**src/rtl/fetch_queue.sv**
```systemverilog
// Instruction buffer between fetch and decode: a circular FIFO of
// {instruction, cur_pc, incremented_pc} triples with a valid/ready output
// handshake, a fetch stall when full and a whole-queue flush on redirect.
module fetch_queue #(
    parameter int unsigned DEPTH     = 4,
    parameter int unsigned CNT_W     = $clog2(DEPTH) + 1,
    parameter int unsigned INSTR_LEN = 32,
    parameter int unsigned WORD      = 32
) (
    input  logic                 clk,
    input  logic                 reset,
    input  logic                 flush,
    input  logic                 in_valid,
    input  logic [INSTR_LEN-1:0] in_instruction,
    input  logic [WORD-1:0]      in_cur_pc,
    input  logic [WORD-1:0]      in_incremented_pc,
    output logic                 in_ready,
    output logic                 stall_fetch,
    output logic                 out_valid,
    output logic [INSTR_LEN-1:0] out_instruction,
    output logic [WORD-1:0]      out_cur_pc,
    output logic [WORD-1:0]      out_incremented_pc,
    input  logic                 out_ready,
    output logic [CNT_W-1:0]     count
);

    localparam int unsigned PTR_W = $clog2(DEPTH);
    localparam logic [CNT_W-1:0] FULL_CNT = CNT_W'(DEPTH);

    logic [INSTR_LEN-1:0] instr_q [DEPTH];
    logic [INSTR_LEN-1:0] instr_d [DEPTH];
    logic [WORD-1:0]      pc_q    [DEPTH];
    logic [WORD-1:0]      pc_d    [DEPTH];
    logic [WORD-1:0]      ipc_q   [DEPTH];
    logic [WORD-1:0]      ipc_d   [DEPTH];

    logic [PTR_W-1:0] wr_ptr_q, wr_ptr_d;
    logic [PTR_W-1:0] rd_ptr_q, rd_ptr_d;
    logic [CNT_W-1:0] count_q, count_d;

    logic push, pop;

    // Handshake status depends only on registered occupancy; a same-cycle
    // pop never makes room for a push (no pass-through when full).
    always_comb begin
        in_ready    = (count_q != FULL_CNT);
        stall_fetch = ~in_ready;
        out_valid   = (count_q != '0);
        count       = count_q;
        push        = in_valid && in_ready;
        pop         = out_valid && out_ready;
    end

    // Head entry is presented directly from storage, zeroed when empty.
    always_comb begin
        out_instruction    = '0;
        out_cur_pc         = '0;
        out_incremented_pc = '0;
        if (out_valid) begin
            out_instruction    = instr_q[rd_ptr_q];
            out_cur_pc         = pc_q[rd_ptr_q];
            out_incremented_pc = ipc_q[rd_ptr_q];
        end
    end

    // Next-state for pointers and occupancy; flush behaves like reset.
    always_comb begin
        wr_ptr_d = wr_ptr_q;
        rd_ptr_d = rd_ptr_q;
        count_d  = count_q;
        if (flush) begin
            wr_ptr_d = '0;
            rd_ptr_d = '0;
            count_d  = '0;
        end else begin
            if (push) begin
                wr_ptr_d = wr_ptr_q + PTR_W'(1);
            end
            if (pop) begin
                rd_ptr_d = rd_ptr_q + PTR_W'(1);
            end
            unique case ({push, pop})
                2'b10:   count_d = count_q + CNT_W'(1);
                2'b01:   count_d = count_q - CNT_W'(1);
                default: count_d = count_q;
            endcase
        end
    end

    // Storage write of the incoming triple at the write pointer.
    always_comb begin
        instr_d = instr_q;
        pc_d    = pc_q;
        ipc_d   = ipc_q;
        if (push && !flush) begin
            instr_d[wr_ptr_q] = in_instruction;
            pc_d[wr_ptr_q]    = in_cur_pc;
            ipc_d[wr_ptr_q]   = in_incremented_pc;
        end
    end

    // Control state register with synchronous reset.
    always_ff @(posedge clk) begin
        if (reset) begin
            wr_ptr_q <= '0;
            rd_ptr_q <= '0;
            count_q  <= '0;
        end else begin
            wr_ptr_q <= wr_ptr_d;
            rd_ptr_q <= rd_ptr_d;
            count_q  <= count_d;
        end
    end

    // Storage array; contents are meaningless while empty, so no reset.
    always_ff @(posedge clk) begin
        instr_q <= instr_d;
        pc_q    <= pc_d;
        ipc_q   <= ipc_d;
    end

endmodule

```
**config.mk**
```make
export PLATFORM = sky130hd
export DESIGN_NAME = fetch_queue
export DESIGN_NICKNAME = d
export VERILOG_FILES = /design/src/rtl/fetch_queue.sv
export SDC_FILE = /design/constraint.sdc
export NUM_CORES = 1
export LEC_CHECK = 0
export CELL_PAD_IN_SITES_DETAIL_PLACEMENT = 0
export CELL_PAD_IN_SITES_GLOBAL_PLACEMENT = 1
export CORE_MARGIN = 8
export CORE_UTILIZATION = 43
export CTS_CLUSTER_DIAMETER = 60
export DETAILED_ROUTE_END_ITERATION = 12
export PLACE_DENSITY = 0.82
export SLEW_MARGIN = 20
export SYNTH_ARGS = -nofsm -noshare
export SYNTH_HDL_FRONTEND = slang
export SYNTH_SLANG_ARGS = --single-unit
```
**constraint.sdc**
```tcl
create_clock -name clk -period 14.5 [get_ports clk]
set_input_delay 2.175 -clock clk [delete_from_list [all_inputs] [get_ports clk]]
set_output_delay 2.175 -clock clk [all_outputs]
set_load 0.01 [all_outputs]
```
==> reports/qor.yml <==
outcome:
  outcome: "complete, no violations"
cells_and_area:
  synthToLayoutAreaGrowth_pct: 24.88
  drive_gt1_share_pct: 18.73
  num_antenna_cells: 0
  nets: 989
  fin_area_um2: 18620
  finalNonFillerCells: 1368
cts:
  clk_latency_ns: 0.52
  clockBufferDepth: 3
  path_clk_slew_ns: 0.06
  hold_buffers: 0
  root_buffer: "clkbuf_16"
  numCtsBuffers: 40
  clock-sinks: 391
  tritoncts: "yes"
  cts_resized: 0
  cts_setup_buffers: 0
  htreeDepth: 2
worst_setup_path:
  arrival_ns: 3.99
  crit_path_start_kind: "flop"
  endpoint_kind: "output port"
  cp.required_ns: 12.32
  critPathKind: "flop to output port"
  cp_max_fo: 45
global_route:
  busiest_layer: "met2"
  track_usage_pct: 14.20
  grt_max_degree: 60
  grt_util_met2_pct: 24.52
  grt_util_met3_pct: 3.923
  use_met1_pct: 17.59
  antenna_found_initial: 1
  grt_pass1_vias: 7788
  grt_pass1_wl_mm: 45.48
  gr-total-overflow: 0
pwr:
  switchingPower_mw: 0.4724
  p_leak_nw: 5.828
  p_clk_share_pct: 39.6
  powerDensity_nw_per_um2: 125.5
  intPower_mw: 1.864
  p_seq_share_pct: 54.2
  irDropWorstVdd_mv: 0.1052
  total_power_mw: 2.337
  pwr-share-comb_pct: 6.3
  sw_frac_of_total_pct: 20.21
logic_synthesis:
  yosysTopAreaCell: "edfxtp_1"
  yosysMostFrequentCell: "edfxtp_1"
  synth_top_area_share_pct: 77.35
  synth_area_leaders: "edfxtp_1 (77%), mux4_2 (15%), and2_1 (4.0%)"
  netlist_instances: 661
  ys.flop_type: "edfxtp_1"
  async_flop_share_pct: 0
  syn_area_per_cell_um2: 22.55
  ys_warn_count: 0
  synth_edf_count: 384
  ys_seq_area_share_pct: 78.29
  synth_cell_types: 25
  synth.net_count: 768
  syn_area_um2: 14910
  synth_seq_cells: 391
  ys_top_cells_by_count: "edfxtp_1 (384), and2_1 (96), mux4_2 (96), clkbuf_1 (18), buf_2 (12)"
timing:
  finalSetupViolations: 0
  fmax_mhz: 162.3
  rsz0062_at_grt: "false"
  fin_ws_ns: 8.339
  fin_skew_ns: 0.02253
  drv_slew: 0
  hold_viol: 0
  min_period_ns: 6.161
  fin_setup_tns_ns: 0
  worstMarginPinSlew_ns: 0.9306
  period_share_pct: 42.49
  relSlewSlack_pct: 37.96
route:
  avgRoutedWirePerCell_um: 21.54
  first_iter_violations: 323
  ant_nets: 0
  vias: 7036
  drc: 0
  wirelength_mm: 29.46
  viasPerCell: 5.143
  firstDrtPassIters: 4
job:
  max_cap_violations: 0
floorplan:
  initial_core_util_pct: 43.37
  core_um2: 34370
  die_h_um: 202.2
  dieWidth_um: 202.2
  core.rowCount: 68
  pin_count: 203
  die_area_um2: 40880
placed_design:
  place_congestion: 0.6924
  placed_cells: 1295
  dpl_cell_area_um2: 17430
  place_ws_ns: 8.715
  dpl.hpwl_mm: 17.57
  io_buffers: 202
worst_hold_path:
  worstHoldPathType: "flop to flop"
[through the flow]
step	util (%)	hold WS (ns)
after global routing	54.16	0.5741
after CTS	54.16	0.5338
after global placement	50.72	0.5169
final	54.16	0.5321
after detailed placement	50.72	0.5256
after floorplan	-	0.4837
[final cells by class]
cell class                      count  area, um^2
Clock buffer                       53        1071
Timing Repair Buffer              214        2112
Inverter                            8       30.03
Fill cell                        2666       15760
Clock inverter                     20       112.6
Multi-Input combinational cell    227        3043
Sequential cell                   391       11680
Tap cell                          455       569.3
[final timing paths]
check                        endpoint  slack, ns   startpoint  depth (start not counted)
setup / recovery  out_instruction[12]       8.34  rd_ptr_q[0]                          5
hold / removal            wr_ptr_q[1]       0.53  wr_ptr_q[1]                          2
setup reg to reg             count[2]      12.00     count[2]                          8
hold reg to reg           wr_ptr_q[1]       0.53  wr_ptr_q[1]                          2
[worst max-delay path, cell delays in order (launching register included)]
cell,delay (ns)
dfxtp_4,0.57
buf_4,0.67
buf_4,0.82
mux4_2,0.64
and2_1,0.19
clkdlybuf4s50_1,0.49
[registers in the layout (all words and copies together), names as in the netlist]
name and flops:
rd_ptr_q 2, wr_ptr_q 2, pc_q 128, instr_q 128, count 3, ipc_q 128
[power groups by stage]
stage	Sequential, mW	Combinational (mW)	Clock (mW)
3_5_place_dp	1.29	0.149	0
5_1_grt	1.27	0.158	0.992
3_3_place_gp	1.29	0.147	0
6_report	1.27	0.146	0.924
4_1_cts	1.27	0.150	0.955
2_1_floorplan	1.29	0.0598	0
[cell families (layout without fill, tap and decap cells)]
group,Yosys count,in the layout,synth area share [%]
AOI/OAI and AO/OA,9,9,0.3441
and+or+nand+nor,112,112,4.633
adders and majority gates,6,6,0.5539
xor gates and xnor gates,4,4,0.2350
DFF,391,391,78.29
muxes,96,96,14.50
buffers and inverters,43,295,1.444
[placed cells by master, fill, tap and decap left out, drive strengths merged]
cell	instances
dfxtp	7
a21oi	4
o21ai	3
o31ai	1
buf	12
clkdlybuf4s50	202
or2	1
o311ai	1
or3	2
clkbuf	53
clkinv	16
fa	1
ha	5
or3b	1
nor2	5
nor3b	4
mux4	96
nand3	2
nand2	1
edfxtp	384
and2	96
xor2	4
inv	11
clkinvlp	1
[layer usage]
metal / up-vias / wire [um]
met1: 3628 / 12020
li1: 3133 / -
met4: 2 / 516
met3: 40 / 2223
met5: - / 13
met2: 233 / 14690
Note: power is estimated with default switching activity, not from simulation.
